===== src/rtl/wide_add_seq_pkg.sv =====
// rtl/wide_add_seq_pkg.sv - shared constants, state encoding and limb select for wide_add_seq
package wide_add_seq_pkg;

  localparam int LIMB_W    = 16;
  localparam int MAX_LIMBS = 16;
  localparam int MAX_W     = LIMB_W * MAX_LIMBS;
  localparam int IDX_W     = 4;

  typedef enum logic [1:0] {
    IDLE,
    RUN,
    DONE
  } state_t;

  // Callers zero-extend their operand to MAX_W so one function serves every LIMBS.
  function automatic logic [LIMB_W-1:0] limb_sel(input logic [MAX_W-1:0] vec,
                                                 input logic [IDX_W-1:0] idx);
    return vec[idx*LIMB_W +: LIMB_W];
  endfunction

endpackage


===== src/rtl/wide_add_seq_limb_mux.sv =====
// rtl/wide_add_seq_limb_mux.sv - picks the idx'th 16-bit limb of both operand registers
module limb_mux
  import wide_add_seq_pkg::*;
#(
  parameter int LIMBS = 4
) (
  input  logic [LIMBS*LIMB_W-1:0] a_vec,
  input  logic [LIMBS*LIMB_W-1:0] b_vec,
  input  logic [IDX_W-1:0]        idx,
  output logic [LIMB_W-1:0]       a_limb,
  output logic [LIMB_W-1:0]       b_limb
);

  assign a_limb = limb_sel(MAX_W'(a_vec), idx);
  assign b_limb = limb_sel(MAX_W'(b_vec), idx);

endmodule


===== src/rtl/wide_add_seq.sv =====
// rtl/wide_add_seq.sv - multi-limb add/sub sequencer driving one external 16-bit adder
// Optional zero-result flag enabled by WIDE_ADD_SEQ_ZERO_FLAG_EN.
module wide_add_seq
  import wide_add_seq_pkg::*;
#(
  parameter int LIMBS = 4
) (
  input  logic                    clk,
  input  logic                    rst,
  input  logic                    in_valid,
  output logic                    in_ready,
  input  logic [LIMBS*LIMB_W-1:0] a,
  input  logic [LIMBS*LIMB_W-1:0] b,
  input  logic                    cin,
  input  logic                    op_sub,
  output logic                    out_valid,
  input  logic                    out_ready,
  output logic [LIMBS*LIMB_W-1:0] sum,
  output logic                    cout,
  output logic                    ovf,
  output logic [LIMB_W-1:0]       add_a,
  output logic [LIMB_W-1:0]       add_b,
  output logic                    add_cin,
  input  logic [LIMB_W-1:0]       add_sum,
  input  logic                    add_cout
`ifdef WIDE_ADD_SEQ_ZERO_FLAG_EN
  ,
  output logic                    zero
`endif
);

  localparam int W = LIMBS * LIMB_W;
  localparam logic [IDX_W-1:0] LAST = IDX_W'(LIMBS - 1);

  state_t            state, state_nxt;
  logic [W-1:0]      a_reg, b_reg, sum_reg;
  logic              carry_reg, cout_reg, ovf_reg;
  logic [IDX_W-1:0]  idx;
  logic [LIMB_W-1:0] mux_a, mux_b;

  limb_mux #(.LIMBS(LIMBS)) u_limb_mux (
    .a_vec  (a_reg),
    .b_vec  (b_reg),
    .idx    (idx),
    .a_limb (mux_a),
    .b_limb (mux_b)
  );

  always_ff @(posedge clk) begin
    if (rst) state <= IDLE;
    else     state <= state_nxt;
  end

  always_comb begin
    state_nxt = state;
    in_ready  = 1'b0;
    out_valid = 1'b0;
    add_a     = '0;
    add_b     = '0;
    add_cin   = 1'b0;
    case (state)
      IDLE: begin
        in_ready = 1'b1;
        if (in_valid) state_nxt = RUN;
      end
      RUN: begin
        add_a   = mux_a;
        add_b   = mux_b;
        add_cin = carry_reg;
        if (idx == LAST) state_nxt = DONE;
      end
      DONE: begin
        out_valid = 1'b1;
        if (out_ready) state_nxt = IDLE;
      end
      default: state_nxt = IDLE;
    endcase
  end

  // Subtraction is folded into the operands: b is stored inverted and the borrow-in flipped.
  always_ff @(posedge clk) begin
    if (rst) begin
      a_reg     <= '0;
      b_reg     <= '0;
      sum_reg   <= '0;
      carry_reg <= 1'b0;
      cout_reg  <= 1'b0;
      ovf_reg   <= 1'b0;
      idx       <= '0;
    end else begin
      case (state)
        IDLE: begin
          idx <= '0;
          if (in_valid) begin
            a_reg     <= a;
            b_reg     <= op_sub ? ~b : b;
            carry_reg <= cin ^ op_sub;
          end
        end
        RUN: begin
          for (int i = 0; i < LIMBS; i++) begin
            if (idx == IDX_W'(i)) sum_reg[i*LIMB_W +: LIMB_W] <= add_sum;
          end
          carry_reg <= add_cout;
          if (idx != LAST) begin
            idx <= idx + 1'b1;
          end else begin
            cout_reg <= add_cout;
            ovf_reg  <= (a_reg[W-1] == b_reg[W-1]) && (add_sum[LIMB_W-1] != a_reg[W-1]);
          end
        end
        default: ;
      endcase
    end
  end

  assign sum  = sum_reg;
  assign cout = cout_reg;
  assign ovf  = ovf_reg;

`ifdef WIDE_ADD_SEQ_ZERO_FLAG_EN
  logic nz_acc, zero_reg;

  always_ff @(posedge clk) begin
    if (rst) begin
      nz_acc   <= 1'b0;
      zero_reg <= 1'b0;
    end else if (state == IDLE && in_valid) begin
      nz_acc <= 1'b0;
    end else if (state == RUN) begin
      nz_acc <= nz_acc | (|add_sum);
      if (idx == LAST) zero_reg <= ~(nz_acc | (|add_sum));
    end
  end

  assign zero = zero_reg;
`endif

endmodule


===== config.mk =====
export PLATFORM = sky130hd
export DESIGN_NAME = wide_add_seq
export DESIGN_NICKNAME = d
export VERILOG_FILES = /design/src/rtl/wide_add_seq_pkg.sv /design/src/rtl/wide_add_seq_limb_mux.sv /design/src/rtl/wide_add_seq.sv
export SDC_FILE = /design/constraint.sdc
export NUM_CORES = 1
export LEC_CHECK = 0
export CAP_MARGIN = 5
export CORE_MARGIN = 8
export CORE_UTILIZATION = 52
export DETAILED_ROUTE_END_ITERATION = 10
export PLACE_DENSITY = 0.86
export SLEW_MARGIN = 20
export SYNTH_ARGS = -nofsm -noshare
export SYNTH_HDL_FRONTEND = slang
export SYNTH_SLANG_ARGS = --single-unit

===== constraint.sdc =====
create_clock -name clk -period 3.8 [get_ports clk]
set_clock_uncertainty 0.2 [all_clocks]
set_input_delay 0.76 -clock clk [delete_from_list [all_inputs] [get_ports clk]]
set_output_delay 0.76 -clock clk [all_outputs]
set_load 0.02 [all_outputs]

# Word level (Yosys, flattened, before mapping)
# Cells that the tools add are included.
[totals] regBits=201 input_bits=151 out_inout_bits=101 elab_cells=56
[classes] add_sub_neg=1 muxes=14 n_bitwise=3 n_eq_ne=12 shift=2 reduce_logical=13
[ops] cell="indexed part select 256 x 9 -> 16 bit" n=2
[ops] cell="2-to-1 mux 64 bit" n=1
[ops] cell="NOT 64 bit" n=1
[ops] cell="2-to-1 mux 16 bit" n=2
[ops] cell="AND reduction 2 bit" n=8
[ops] cell="equality test 4 x 2 -> 1 bit (second input constant)" n=2
[ops] cell="!= test 2 bit (second input constant)" n=4
[ops] cell="case mux 4 bit (2 select lines)" n=1
[ops] cell="2-to-1 mux 2 bit" n=3
[ops] cell="case mux 2 bit (3 select lines)" n=1
[ops] cell="adder 4 x 1 -> 4 bit (second input constant)" n=1
[ops] cell="equality test 4 x 1 -> 1 bit (second input constant)" n=1
[ops] cell="logical NOT 4 bit" n=1
[ops] cell="2-to-1 mux 1 bit" n=4
[ops] cell="2-to-1 mux 4 bit" n=1
[ops] cell="!= test 4 x 2 -> 1 bit (second input constant)" n=1
[ops] cell="AND reduction 3 bit" n=1
[ops] cell="equality test 2 x 1 -> 1 bit (second input constant)" n=1
[ops] cell="equality test 2 bit (second input constant)" n=1
[ops] cell="logical NOT 2 bit" n=1
[ops] cell="case mux 1 bit (2 select lines)" n=1
[ops] cell="nonzero test 2 bit" n=1
[ops] cell="equality test 1 bit" n=1
[ops] cell="logical AND 1 bit" n=1
[ops] cell="other kinds (3)" n=3

# Depth between registers and ports, before layout
# Gate-level depths: netlist of the first run.
[logic_depth] ltp_word=3 mapped_depth=9 ltp_nobuf=4

# Cells and area by module
# From an unflattened synthesis of the first run, not the netlist that was laid out.
[hier_totals] cells_unflattened=1019 hier_area_um2=9200.1
[modules_own_cells] module="wide_add_seq" cells_each=906 n_inst=1 area_each_um2=8240.4 seq_area_each_um2=4023.9
[modules_own_cells] module="limb_mux" cells_each=113 n_inst=1 area_each_um2=959.7 seq_area_each_um2=0.0

# Worst setup path after synthesis of the first run
# Ideal clock, no wire load.
[synth_timing] kind="register to output" start="register idx[1]" end="output port add_a[10]" path_stages_with_launch=5 n_path_buf=2 required_ps=2840 setup_slack_ps=1246 arrival_time_ps=1594 cell_sequence="dfxtp_1 -> buf_2 -> buf_2 -> mux4_2 -> and2_1"
[synth_between] elab_chain_len=2
[synth_rtl] element="from (decl)" line_no="wide_add_seq.sv:38" rtl="logic [IDX_W-1:0] idx;"
[synth_rtl] element="from (signal assigned)" line_no="wide_add_seq.sv:106" rtl="idx <= idx + 1'b1;"
[synth_rtl] element="indexed part select 256 x 9 -> 16 bit" line_no="wide_add_seq_pkg.sv:18" rtl="return vec[idx*LIMB_W +: LIMB_W];"
[synth_rtl] element="2-to-1 mux 16 bit" line_no="wide_add_seq.sv:61" rtl="case (state)"
[synth_rtl] element="to (decl)" line_no="wide_add_seq.sv:21" rtl="output logic [LIMB_W-1:0] add_a,"
# Every way passes these cells.

# Worst setup path in the final report of the first run
[layout_timing] start="register idx[0]" end="output port add_b[14]"
[layout_between] elab_chain_len=2
[layout_rtl] element="indexed part select 256 x 9 -> 16 bit" line_no="wide_add_seq_pkg.sv:18"
[layout_rtl] element="2-to-1 mux 16 bit" line_no="wide_add_seq.sv:61"
[layout_rtl] element="to (decl)" line_no="wide_add_seq.sv:22" rtl="output logic [LIMB_W-1:0] add_b,"
# Every way passes these cells.

==> results.py, run 1 <==
metrics = {
    "run_status": {
        "status": "finished, final reports clean",
    },
    "sta": {
        "period_share_pct": 96.71,
        "setup_viol": 0,
        "fin_tns_setup_ns": 0,
        "worstMarginPinSlew_ns": 1.028,
        "rsz0062_at_grt": "no",
        "hold_viol_final": 0,
        "relSlewSlack_pct": 31.45,
        "clock.fmax_ghz": 0.2721,
        "min_period_ns": 3.675,
        "report.final.slew_viol_count": 0,
    },
    "drt": {
        "drc": 0,
        "dr.pass1.iters": 4,
        "wl_per_cell_um": 17.98,
        "ant_nets": 0,
        "route.vias.total": 7316,
        "vias_per_cell": 5.344,
        "totalWireLength_mm": 24.61,
        "drt_iter0_markers": 340,
    },
    "clocking": {
        "cts_tree": "yes",
        "post-cts-setup-buffers": 0,
        "numCtsBuffers": 22,
        "ctsHtreeMaxLevel": 1,
        "cts_root_buf": "clkbuf_16",
        "ctsHoldBuffers": 0,
        "cts_num_sinks": 201,
        "cts_resized": 0,
        "clk_pin_slew_worst_paths_ns": 0.06,
        "clk_latency_ns": 0.50,
        "clock_path_buffers": 3,
    },
    "yosys": {
        "syn-mean-instance-area_um2": 9.541,
        "ys_ff_latch": 201,
        "synth_cell_types": 43,
        "ys.flop_type": "dfxtp_1",
        "syn_inst": 929,
        "synth_edf_count": 0,
        "yosys_warnings": 0,
        "synth_area_um2": 8864,
        "async_flop_share_pct": 0,
        "yosysSeqAreaShare_pct": 45.40,
        "syn_nets": 1084,
    },
    "global_route": {
        "grt_pass1_vias": 7536,
        "met2_usage_pct": 36.27,
        "track_usage_pct": 22.42,
        "overflow": 0,
        "use_met3_pct": 7.417,
        "top_usage_layer": "met2",
        "grt_max_degree": 131,
        "grt_use_met1_pct": 26.83,
        "grt_pass1_wl_mm": 39.76,
        "antenna_found_initial": 4,
    },
    "critical_path": {
        "rr_worst_depth": 4,
        "cp_slowest_cell": "dfxtp_2",
        "cp.required_ns": 2.84,
        "rrSetupSlack_ns": 1.25,
        "path_class": "flip-flop to output port",
        "end_kind": "output port",
        "r2r-start": "idx[0]$_SDFFE_PP0P_",
        "cp_data_arrival_time_ns": 2.72,
        "start_kind": "flip-flop",
        "slowest_delay_ns": 0.67,
        "r2r-end": "cout$_SDFFE_PP0P_",
        "crit_chain": "buf_4 > mux4_2 > and2_1 > clkdlybuf4s50_1",
        "crit_fanout": 19,
    },
    "layout": {
        "fin_nets": 1288,
        "regArea_um2": 4026,
        "fillers": 1240,
        "area_growth_pct": 36.97,
        "finalNonFillerCells": 1369,
        "multiInputGateArea_um2": 4394,
        "utilization_pct": 72.95,
        "final_layout_size_suffix_gt1_share_pct": 9.495,
    },
    "hold_path": {
        "min_to": "a_reg[29]$_SDFFE_PP0P_",
        "worst_hold_path_type": "flip-flop to flip-flop",
        "hold_start": "a_reg[29]$_SDFFE_PP0P_",
        "min_delay_path_depth": 2,
    },
    "die": {
        "core-area_um2": 16640,
        "floorplan.initialDensity_pct": 53.26,
        "rows": 47,
        "fp.dieH_um": 146.6,
        "dieArea_um2": 21480,
        "ios": 252,
        "die_w_um": 146.6,
    },
    "placed_design": {
        "dp_hpwl_mm": 17.01,
        "gp_congestion": 0.8225,
        "port_buffers": 251,
        "dp.cells": 1329,
    },
    "pwr": {
        "p_per_area_nw_per_um2": 443.4,
        "leakagePower_uw": 0.004530,
        "irDropWorstVdd_v": 0.0003469,
    },
    "flow_run": {
        "cap_violations": 0,
    },
}
## per-stage QoR
stage          hold WS, ns  setup slack [ns]  total power, uW  area (um2)
2_1_floorplan       0.2331             1.246             2803        8864
3_3_place_gp        0.2392            0.6318             3094       11340
3_5_place_dp        0.2437            0.6256             3114       11340
4_1_cts             0.2523           0.09110             5425       12130
5_1_grt             0.2698         0.0005336             5599       12140
6_report            0.2507            0.1248             5383       12140
## layout make-up
class / count / area share, %
multi-input combinational: 639 / 36.19
tap: 220 / 2.267
clock buffer: 25 / 4.885
clock inverter: 14 / 1.670
sequential: 201 / 33.16
antenna: 1 / 0.02061
inverter: 7 / 0.2267
timing repair buffer: 262 / 21.57
## metal layers
metal / vias to the layer above / wire, um
met4: 6 / 1016
met2: 240 / 11430
met1: 3414 / 10190
met3: 66 / 1943
li1: 3590 / -
met5: - / 29
## synthesized netlist by cell type, types with 10 or more instances
master	n	share of area, %
a211oi_1	64	5.4
buf_2	39	2.2
mux4_2	32	8.1
xnor2_1	65	6.4
buf_4	10	0.85
nand2_1	178	7.5
mux2i_1	48	5.4
nand2b_1	18	1.3
dfxtp_1	201	45
and2_1	34	2.4
clkbuf_1	28	1.2
nor2_1	66	2.8
a21oi_1	69	3.9
## cell families after synthesis
group,after synthesis,synth area share [%]
AO/OA/AOI/OAI,161,11.87
XOR/XNOR,65,6.423
adder cells (fa/ha/maj),4,0.5647
buffers and inverters,89,5.096
flip-flops,201,45.40
multiplexers,80,13.55
AND/OR/NAND/NOR,329,17.09
## layout by cell type (no fill, tap or decap), types with 3 or more instances in the layout
cell             instances
dfxtp_1                199
mux4_2                  32
a31o_1                   9
nor2_1                  66
nand2_1                178
clkbuf_16               23
bufinv_16                5
nor3_1                   7
a211oi_1                64
a31o_2                   7
nand2b_1                18
and2_1                  34
inv_1                    5
nand3_1                  3
ha_1                     4
a21oi_1                 69
mux2i_1                 48
o21ai_0                  4
xnor2_1                 65
nor3_2                   9
buf_4                   10
clkdlybuf4s50_1        249
clkinv_2                 8
## how the worst max path moves through the flow
stage,from,to,slack [ns],cells past startpoint
after floorplan,idx[1]$_SDFFE_PP0P_,add_a[10],1.25,4
after global placement,idx[0]$_SDFFE_PP0P_,add_b[13],0.63,4
after detailed placement,idx[0]$_SDFFE_PP0P_,add_b[14],0.63,4
after CTS,idx[0]$_SDFFE_PP0P_,add_b[14],0.09,4
after global routing,idx[0]$_SDFFE_PP0P_,add_b[14],0.0005,4
final,idx[0]$_SDFFE_PP0P_,add_b[14],0.12,4
## report_power, final
part           leakage, uW  internal, uW  total [uW]  switching [uW]
logic              0.00248           400         764             364
registers          0.00165          2230        2310            74.2
clock network     0.000398          1460        2310             850
total              0.00453          4100        5380            1290
## critical path: cells and delay by family, from the launching register on
family | cells | cell delay, ns
buf+inv | 2 | 0.86
flops | 1 | 0.67
mux | 1 | 0.51
simple gates | 1 | 0.17
No activity file was read; power rests on OpenSTA's default activity.
==> inputs of run 2 (changes only) <==
--- a/config.mk
+++ b/config.mk
@@ -9,8 +9,9 @@
 export CORE_MARGIN = 8
 export CORE_UTILIZATION = 52
 export DETAILED_ROUTE_END_ITERATION = 10
-export PLACE_DENSITY = 0.86
+export PLACE_DENSITY = 0.85
 export SLEW_MARGIN = 20
 export SYNTH_ARGS = -nofsm -noshare
 export SYNTH_HDL_FRONTEND = slang
+export SYNTH_HIERARCHICAL = 1
 export SYNTH_SLANG_ARGS = --single-unit
==> results.py, run 2 <==
metrics = {
    "pwr": {
        "seq_power_share_pct": 44.1,
        "irDropWorstVdd_v": 0.0003152,
        "pwr-share-comb_pct": 14.5,
        "p_int_uw": 3919,
        "p_per_area_nw_per_um2": 421.0,
        "sw_frac_of_total_pct": 24.88,
        "leakagePower_uw": 0.004477,
        "clkPwrFrac_pct": 41.4,
        "p_switching_uw": 1298,
    },
    "yosys": {
        "async_flop_share_pct": 0,
        "yosys_warnings": 6,
        "syn_inst": 1019,
        "ys_top_cells_by_area": "dfxtp_1 44%, mux2i_1 12%, xnor2_1 6.2%",
        "synth.top_cell.area_share_pct": 43.74,
        "yosys-mux-area-fraction_pct": 12.19,
        "synth_area_um2": 9200,
        "synth_most_common_cell": "dfxtp_1",
        "yosys.area_share.simple_pct": 17.72,
        "synth-xor-area-share_pct": 6.283,
        "ys_ff_latch": 201,
        "synth_top_cells_by_count": "201 x dfxtp_1, 132 x nand2_1, 112 x mux2i_1, 85 x a21oi_1, 68 x nor2_1",
        "yosysTopAreaCell": "dfxtp_1",
        "ys.flop_type": "dfxtp_1",
        "yosysSeqAreaShare_pct": 43.74,
        "synth_top_family_by_area": "simple AND/OR/NAND/NOR gates",
        "syn-mean-instance-area_um2": 9.029,
        "synth_edf_count": 0,
        "synth_compound_area_share_pct": 13.53,
        "synth_cell_types": 35,
        "syn_nets": 1174,
        "synth_fa_ha_area_share_pct": 0.5440,
    },
    "critical_path": {
        "slowest_delay_ns": 0.61,
        "crit_fanout": 32,
        "cp.required_ns": 2.84,
        "path_class": "flip-flop to output port",
        "start_kind": "flip-flop",
        "end_kind": "output port",
        "crit_buf_inv": 2,
        "cp_slowest_cell": "clkdlybuf4s50_1",
        "cp_data_arrival_time_ns": 2.72,
        "crit_family": "buffers and inverters",
        "rrSetupSlack_ns": 1.27,
        "crit_chain": "or3b_1 > buf_4 > o22ai_1 > and2_1 > clkdlybuf4s50_1",
    },
    "sta": {
        "hold_viol_final": 0,
        "rsz0062_at_grt": "no",
        "fin_tns_setup_ns": 0,
        "worstMarginPinSlew_ns": 0.6801,
        "period_share_pct": 96.90,
        "setup_viol": 0,
        "clock.fmax_ghz": 0.2716,
        "report.final.slew_viol_count": 0,
        "min_period_ns": 3.682,
        "relSlewSlack_pct": 54.56,
    },
    "drt": {
        "drc": 0,
        "drt_iter0_markers": 425,
        "wl_per_cell_um": 18.19,
        "vias_per_cell": 5.425,
        "dr.pass1.iters": 4,
        "ant_nets": 0,
        "totalWireLength_mm": 26.60,
        "route.vias.total": 7932,
    },
    "layout": {
        "final_common_cell": "clkdlybuf4s50_1",
        "area_growth_pct": 34.69,
        "layout_common_cells": "249 x clkdlybuf4s50_1, 199 x dfxtp_1, 132 x nand2_1",
        "fin_nets": 1375,
        "final_area_um2": 12390,
        "final_layout_size_suffix_gt1_share_pct": 5.502,
    },
    "global_route": {
        "overflow": 0,
        "use_met3_pct": 6.796,
        "top_usage_layer": "met2",
        "antenna_found_initial": 3,
        "grt_use_met1_pct": 28.68,
        "grt_pass1_wl_mm": 41.16,
        "grt_max_degree": 111,
        "met2_usage_pct": 36.63,
        "track_usage_pct": 22.86,
        "grt_pass1_vias": 7754,
    },
    "clocking": {
        "clock_path_buffers": 3,
        "cts_root_buf": "clkbuf_16",
        "cts_resized": 0,
        "numCtsBuffers": 22,
        "ctsHtreeMaxLevel": 1,
        "cts_tree": "yes",
        "clk_pin_slew_worst_paths_ns": 0.06,
        "ctsHoldBuffers": 0,
        "post-cts-setup-buffers": 0,
        "clk_latency_ns": 0.50,
        "cts_num_sinks": 201,
    },
    "die": {
        "rows": 48,
        "floorplan.initialDensity_pct": 53.19,
        "die_w_um": 149.0,
        "core-area_um2": 17300,
        "fp.dieH_um": 149.0,
        "ios": 252,
        "dieArea_um2": 22200,
    },
    "placed_design": {
        "dp_hpwl_mm": 18.59,
        "port_buffers": 251,
        "post_dp_cell_area_um2": 11640,
        "gp_congestion": 0.8501,
    },
    "run_status": {
        "status": "finished, final reports clean",
    },
    "hold_path": {
        "worst_hold_path_type": "flip-flop to flip-flop",
    },
    "flow_run": {
        "cap_violations": 0,
    },
}
==> run 2: per-stage QoR <==
| step | worst slack [ns] | utilization [%] | total power [uW] | hold WS, ns | std cells |
|---|---|---|---|---|---|
| after floorplan | 1.435 | - | 2779 | 0.2357 | 1019 |
| after global placement | 0.7502 | 67.29 | 3074 | 0.2409 | 1421 |
| after detailed placement | 0.6785 | 67.29 | 3092 | 0.2462 | 1421 |
| after CTS | 0.1283 | 71.62 | 5255 | 0.2561 | 1461 |
| after global routing | 0.06017 | 71.64 | 5415 | 0.2700 | 1462 |
| final | 0.1178 | 71.64 | 5217 | 0.2530 | 1462 |
==> run 2: power groups by stage <==
stage / sequential, uW / clock, uW / combinational [uW]
global route: 2310 / 2290 / 819
finish: 2300 / 2160 / 757
floorplan: 2340 / 0 / 443
global placement: 2340 / 0 / 736
CTS: 2300 / 2200 / 758
detailed placement: 2340 / 0 / 751
==> run 2: routing by layer <==
metal | part of all wire [%] | vias up
met1 | 42 | 3674
met2 | 46 | 320
li1 | - | 3880
met5 | 0.075 | -
met4 | 3.0 | 4
met3 | 9.4 | 54
==> run 2: final timing paths <==
kind	from	endpoint	cells past startpoint
min reg2reg	a_reg[9]$_SDFFE_PP0P_	a_reg[9]$_SDFFE_PP0P_	2
max reg2reg	idx[1]$_SDFFE_PP0P_	sum[51]$_SDFFE_PP0P_	5
max	idx[0]$_SDFFE_PP0P_	add_a[4]	5
min	a_reg[9]$_SDFFE_PP0P_	a_reg[9]$_SDFFE_PP0P_	2
==> run 2: worst reg2reg max path, delay by kind of cell, from the launching register on <==
kind / cells / cell delay (ns)
simple gates: 1 / 0.64
flops: 1 / 0.62
compound gates: 2 / 0.43
buf+inv: 1 / 0.27
fa+ha+maj: 1 / 0.23
==> run 2: area by class of cell <==
type	count	area, um2
diodes	1	2.502
clock buffers	31	676.9
clock inverters	9	72.57
fillers	1329	4905
inverters	2	7.507
multi-input cells	724	4638
flip-flops and latches	201	4029
well taps	225	281.5
repair buffers	269	2684
==> run 2: cell families after synthesis <==
| kind of cell | count (synthesis) |
|---|---|
| AND/OR/NAND/NOR | 337 |
| AO/OA/AOI/OAI | 205 |
| flip-flops | 201 |
| multiplexers | 112 |
| buffers and inverters | 94 |
| XOR/XNOR | 66 |
| adder cells (fa/ha/maj) | 4 |
==> inputs of run 3 (changes only) <==
--- a/config.mk
+++ b/config.mk
@@ -9,6 +9,7 @@
 export CORE_MARGIN = 8
 export CORE_UTILIZATION = 52
 export DETAILED_ROUTE_END_ITERATION = 10
+export MAX_ROUTING_LAYER = met4
 export PLACE_DENSITY = 0.85
 export SLEW_MARGIN = 20
 export SYNTH_ARGS = -nofsm -noshare
==> results.py, run 3 (synthesis results as in run 2) <==
metrics = {
    "critical_path": {
        "cp.required_ns": 2.84,
        "path_class": "flip-flop to output port",
        "end_kind": "output port",
        "rr_worst_depth": 5,
        "crit_chain": "or3b_1 > buf_4 > o22ai_1 > and2_1 > clkdlybuf4s50_1",
        "crit_fanout": 32,
        "cp_data_arrival_time_ns": 2.71,
        "start_kind": "flip-flop",
        "crit_buf_inv": 2,
        "crit_family": "buffers and inverters",
        "slowest_delay_ns": 0.61,
        "crit_cells": 5,
        "cp_slowest_cell": "clkdlybuf4s50_1",
    },
    "layout": {
        "fin_nets": 1375,
        "final_layout_size_suffix_gt1_share_pct": 5.502,
        "regArea_um2": 4029,
        "multiInputGateArea_um2": 4638,
        "area_growth_pct": 34.75,
        "layout_common_cells": "249 x clkdlybuf4s50_1, 199 x dfxtp_1, 132 x nand2_1",
        "fillers": 1327,
        "final_common_cell": "clkdlybuf4s50_1",
    },
    "sta": {
        "relSlewSlack_pct": 54.24,
        "setup_viol": 0,
        "setup_ws_ns": 0.1262,
        "clock.fmax_ghz": 0.2722,
        "min_period_ns": 3.674,
        "rsz0062_at_grt": "no",
        "fin_tns_setup_ns": 0,
        "hold_viol_final": 0,
        "worstMarginPinSlew_ns": 0.6850,
        "period_share_pct": 96.68,
        "report.final.slew_viol_count": 0,
    },
    "global_route": {
        "antenna_found_initial": 3,
        "overflow": 0,
        "grt_pass1_wl_mm": 41.06,
        "track_usage_pct": 23.53,
        "grt_pass1_vias": 7768,
        "grt_max_degree": 111,
    },
    "clocking": {
        "clk_latency_ns": 0.50,
        "cts_root_buf": "clkbuf_16",
        "numCtsBuffers": 22,
        "cts_num_sinks": 201,
        "clk_pin_slew_worst_paths_ns": 0.06,
        "clock_path_buffers": 3,
        "ctsHoldBuffers": 0,
        "ctsHtreeMaxLevel": 1,
        "cts_tree": "yes",
    },
    "drt": {
        "drt_iter0_markers": 432,
        "ant_nets": 0,
        "wl_per_cell_um": 18.21,
        "dr.pass1.iters": 5,
        "totalWireLength_mm": 26.65,
        "vias_per_cell": 5.429,
        "route.vias.total": 7948,
        "drc": 0,
    },
    "pwr": {
        "finalPower_uw": 5219,
        "irDropWorstVdd_v": 0.0003159,
        "p_per_area_nw_per_um2": 421.0,
        "leakagePower_uw": 0.004477,
    },
    "die": {
        "fp.dieH_um": 149.0,
        "die_w_um": 149.0,
        "dieArea_um2": 22200,
        "floorplan.initialDensity_pct": 53.19,
        "ios": 252,
        "rows": 48,
        "core-area_um2": 17300,
    },
    "placed_design": {
        "place_ws_ns": 0.6785,
        "port_buffers": 251,
        "dp_hpwl_mm": 18.59,
        "gp_congestion": 0.8605,
    },
    "run_status": {
        "status": "finished, final reports clean",
    },
    "hold_path": {
        "worst_hold_path_type": "flip-flop to flip-flop",
        "min_delay_path_depth": 2,
    },
    "flow_run": {
        "cap_violations": 0,
    },
}
==> run 3: report_power, final <==
part / switching [uW] / internal, uW
Sequential: 73.9 / 2220
Combinational: 373 / 385
Clock: 854 / 1310
==> run 3: area by class of cell <==
cell class | instances | area share, %
sequential | 201 | 32.50
antenna | 3 | 0.06056
tap | 225 | 2.271
inverter | 2 | 0.06056
multi-input combinational | 724 | 37.41
clock buffer | 31 | 5.460
clock inverter | 9 | 0.5854
timing repair buffer | 269 | 21.65
==> run 3: stage by stage <==
| stage | instances | hold slack (ns) | utilization (%) | area, um2 |
|---|---|---|---|---|
| after floorplan | 1019 | 0.2357 | - | 9200 |
| after global placement | 1421 | 0.2409 | 67.29 | 11640 |
| after detailed placement | 1421 | 0.2462 | 67.29 | 11640 |
| after CTS | 1461 | 0.2561 | 71.62 | 12390 |
| after global routing | 1464 | 0.2700 | 71.67 | 12400 |
| final | 1464 | 0.2536 | 71.67 | 12400 |
==> run 3: timing repair <==
item | 4_1_cts | 5_1_grt
setup endpoints to repair | 0 | 1
resized for setup | 0 | 1
setup buffers | 0 | 0
==> run 3: worst reg2reg max path, delay by kind of cell, from the launching register on <==
| family | cells | cell delay [ns] |
|---|---|---|
| simple gates | 1 | 0.64 |
| flops | 1 | 0.63 |
| fa+ha+maj | 1 | 0.23 |
| compound gates | 2 | 0.44 |
| buf+inv | 1 | 0.27 |
==> run 3: path summary, 6_finish.rpt <==
kind / startpoint / endpoint / slack [ns]
max: idx[0]$_SDFFE_PP0P_ / add_a[4] / 0.13
min: a_reg[9]$_SDFFE_PP0P_ / a_reg[9]$_SDFFE_PP0P_ / 0.25
max reg2reg: idx[1]$_SDFFE_PP0P_ / sum[51]$_SDFFE_PP0P_ / 1.25
min reg2reg: a_reg[9]$_SDFFE_PP0P_ / a_reg[9]$_SDFFE_PP0P_ / 0.25
==> run 3: routing by layer <==
metal,up-vias,global-route usage (%),wire [um]
met5,-,-,0
met4,0,8.077,796
met3,50,6.280,2190
met2,321,36.67,12110
met1,3698,28.96,11560
li1,3879,-,-
==> patch, RTL diff (config.mk and constraints of run 3) <==
The package constant `LIMB_W` goes from 16 to 18.
--- a/src/rtl/wide_add_seq_pkg.sv
+++ b/src/rtl/wide_add_seq_pkg.sv
@@ -3,3 +3,3 @@
 
-  localparam int LIMB_W    = 16;
+  localparam int LIMB_W    = 18;
   localparam int MAX_LIMBS = 16;
Ports: changed (6 resized); port bits go from 252 to 282. The function was not compared with the original's and may differ.
==> patch against run 3 <==
  * Total power is 11% higher
  * Area after synthesis is 11% higher
  * Global-route usage is 0.94 points higher
  * Via count is 12% higher
  * Final area is 12% higher
  * Setup slack worse by 14 ps
  * Sequential cell count is 24 higher
  * First-iteration DRC count is 27% higher
  * Routed wire length is 14% higher
  * Sequential power is 12% higher
==> patch: results (changes against run 3) <==
- Pin count of the biggest net entering global routing: 141 (+27%)
- H-Tree Depth: 1 (unchanged)
- Synth area leaders: dfxtp_1, mux2i_1, xnor2_1
- Int Pwr: 4358 uW (+11%)
- VDD IR-drop max: 0.3511 mV (+11%)
- Status: completed
- RD Place Congestion: 0.8353 (-2.9%)
- Via Count: 8,873 (+12%)
- Slowest stage delay, CP: 610 ps (about the same)
- Crit path max-delay family: buffers and inverters
- Fill cells: 1,507 (+14%)
- Hpwl dp: 21,170 um (+14%)
- LEAKAGE: 0.004998 uW (+12%)
- Vias in the first global route: 8,740 (+13%)
- Total Wirelength: 30,500 um (+14%)
- Latest clock arrival within the worst-skew pair: 500 ps (about the same)
- Worst-path clk slew: 60 ps (about the same)
- Gr usage total: 24.46% (+0.94 points)
- Worst Path Max Fanout: 36 (+13%)
- Initial antenna violation count: 2 (-1)
- Worst Path Arrival: 2730 ps (+20 ps)
- Setup bufs post-CTS: 0 (unchanged)
- HP Class: flip-flop to flip-flop
- Yosys cell types: 41 (+17%)
- Root Buffer: clkbuf_16
- Post-synth ARST share: 0% (unchanged)
- Clock Tree Buf Depth: 3 (unchanged)
- FF-to-FF path depth: 5 (unchanged)
- # nets final: 1,531 (+11%)
- Sequential area share after synthesis: 44.04% (+0.30 points)
- Initial DRC count: 550 (+27%)
- First-pass DRT Iterations: 5 (unchanged)
- Number of stages on the worst hold path: 2 (unchanged)
- CTS Buf Count: 24 (+9.1%)
- Top post-synthesis cells by count: dfxtp_1, nand2_1, mux2i_1
- Share of layout cells above drive strength 1: 5.022% (-0.48 points)
- Crit-path slowest cell: clkdlybuf4s50_1
- Worst Max-Slew Pin Slew: 925.7 ps (+240.8 ps)
- Synth warn: 6 (unchanged)
- Syn nets: 1,310 (+12%)
- PortBufs: 281 (+12%)
- First-pass GRT wire length: 46,940 um (+14%)
-- patch: cell types whose count changed in the layout (fill, tap and decap cells not counted), moves of 10 or more --
cell             before  now
dfxtp_1             199  223
mux2i_1             112  126
nand2_1             132  148
a21oi_1              85   95
clkdlybuf4s50_1     249  279
-- patch: metrics by stage --
stage | total power, uW | setup WS [ps] | hold slack [ps] | cell area [sq um] | instances
after detailed placement | 3469 | 646.8 | 248.0 | 13020 | 1597
final | 5783 | 111.8 | 256.1 | 13840 | 1641
after CTS | 5821 | 75.12 | 256.9 | 13830 | 1639
after global routing | 6003 | 26.85 | 271.6 | 13840 | 1641
after floorplan | 3104 | 1421 | 235.7 | 10230 | 1137
after global placement | 3450 | 705.2 | 240.9 | 13020 | 1597
-- patch: final timing paths --
check            start   endpoint  slack (ps)
max reg2reg     idx[1]        ovf        1200
max             idx[2]   add_a[2]         110
min reg2reg  a_reg[38]  a_reg[38]         260
min          a_reg[38]  a_reg[38]         260
-- patch: power groups by stage --
stage	combinational [uW]	sequential, uW	clock, uW
5_1_grt	923	2590	2490
3_5_place_dp	847	2620	0
3_3_place_gp	831	2620	0
2_1_floorplan	490	2610	0
4_1_cts	853	2570	2400
6_report	853	2570	2360
-- patch: cell families after synthesis --
family,after synthesis,synth area share (%)
and+or+nand+nor,375,17.74
xor gates and xnor gates,74,6.336
AOI/OAI and AO/OA,229,13.59
muxes,126,12.33
buffers and inverters,104,5.480
DFF,225,44.04
adders and majority gates,4,0.4893
-- patch: layer usage --
| metal | vias to the layer above | wire (um) | part of all wire [%] | GRT usage, % |
|---|---|---|---|---|
| li1 | 4323 | - | - | - |
| met1 | 4154 | 13170 | 43 | 30.94 |
| met2 | 359 | 14010 | 46 | 38.91 |
| met3 | 37 | 2707 | 8.9 | 5.405 |
| met4 | 0 | 617 | 2.0 | 6.590 |
| met5 | - | 0 | 0 | - |
-- patch: final cells by class --
type                            instances  share of cell area [%]
Sequential cell                       225                   32.58
Timing Repair Buffer                  297                   21.72
Clock buffer                           37                   5.496
Inverter                                2                 0.05423
Multi-Input combinational cell        808                   37.36
Clock inverter                          5                  0.3616
Antenna cell                            2                 0.03616
Tap cell                              265                   2.395
-- patch: worst reg2reg max path: stages (launching register included) --
cell and delay (ps):
dfxtp_4 660, ha_1 290, nor3b_2 670, buf_4 350, a21oi_1 100, a311oi_1 230
-- patch: repair_timing --
item,CTS,global route
resized for setup,0,2
hold buffers,0,0
endpoints found under the setup margin,0,4
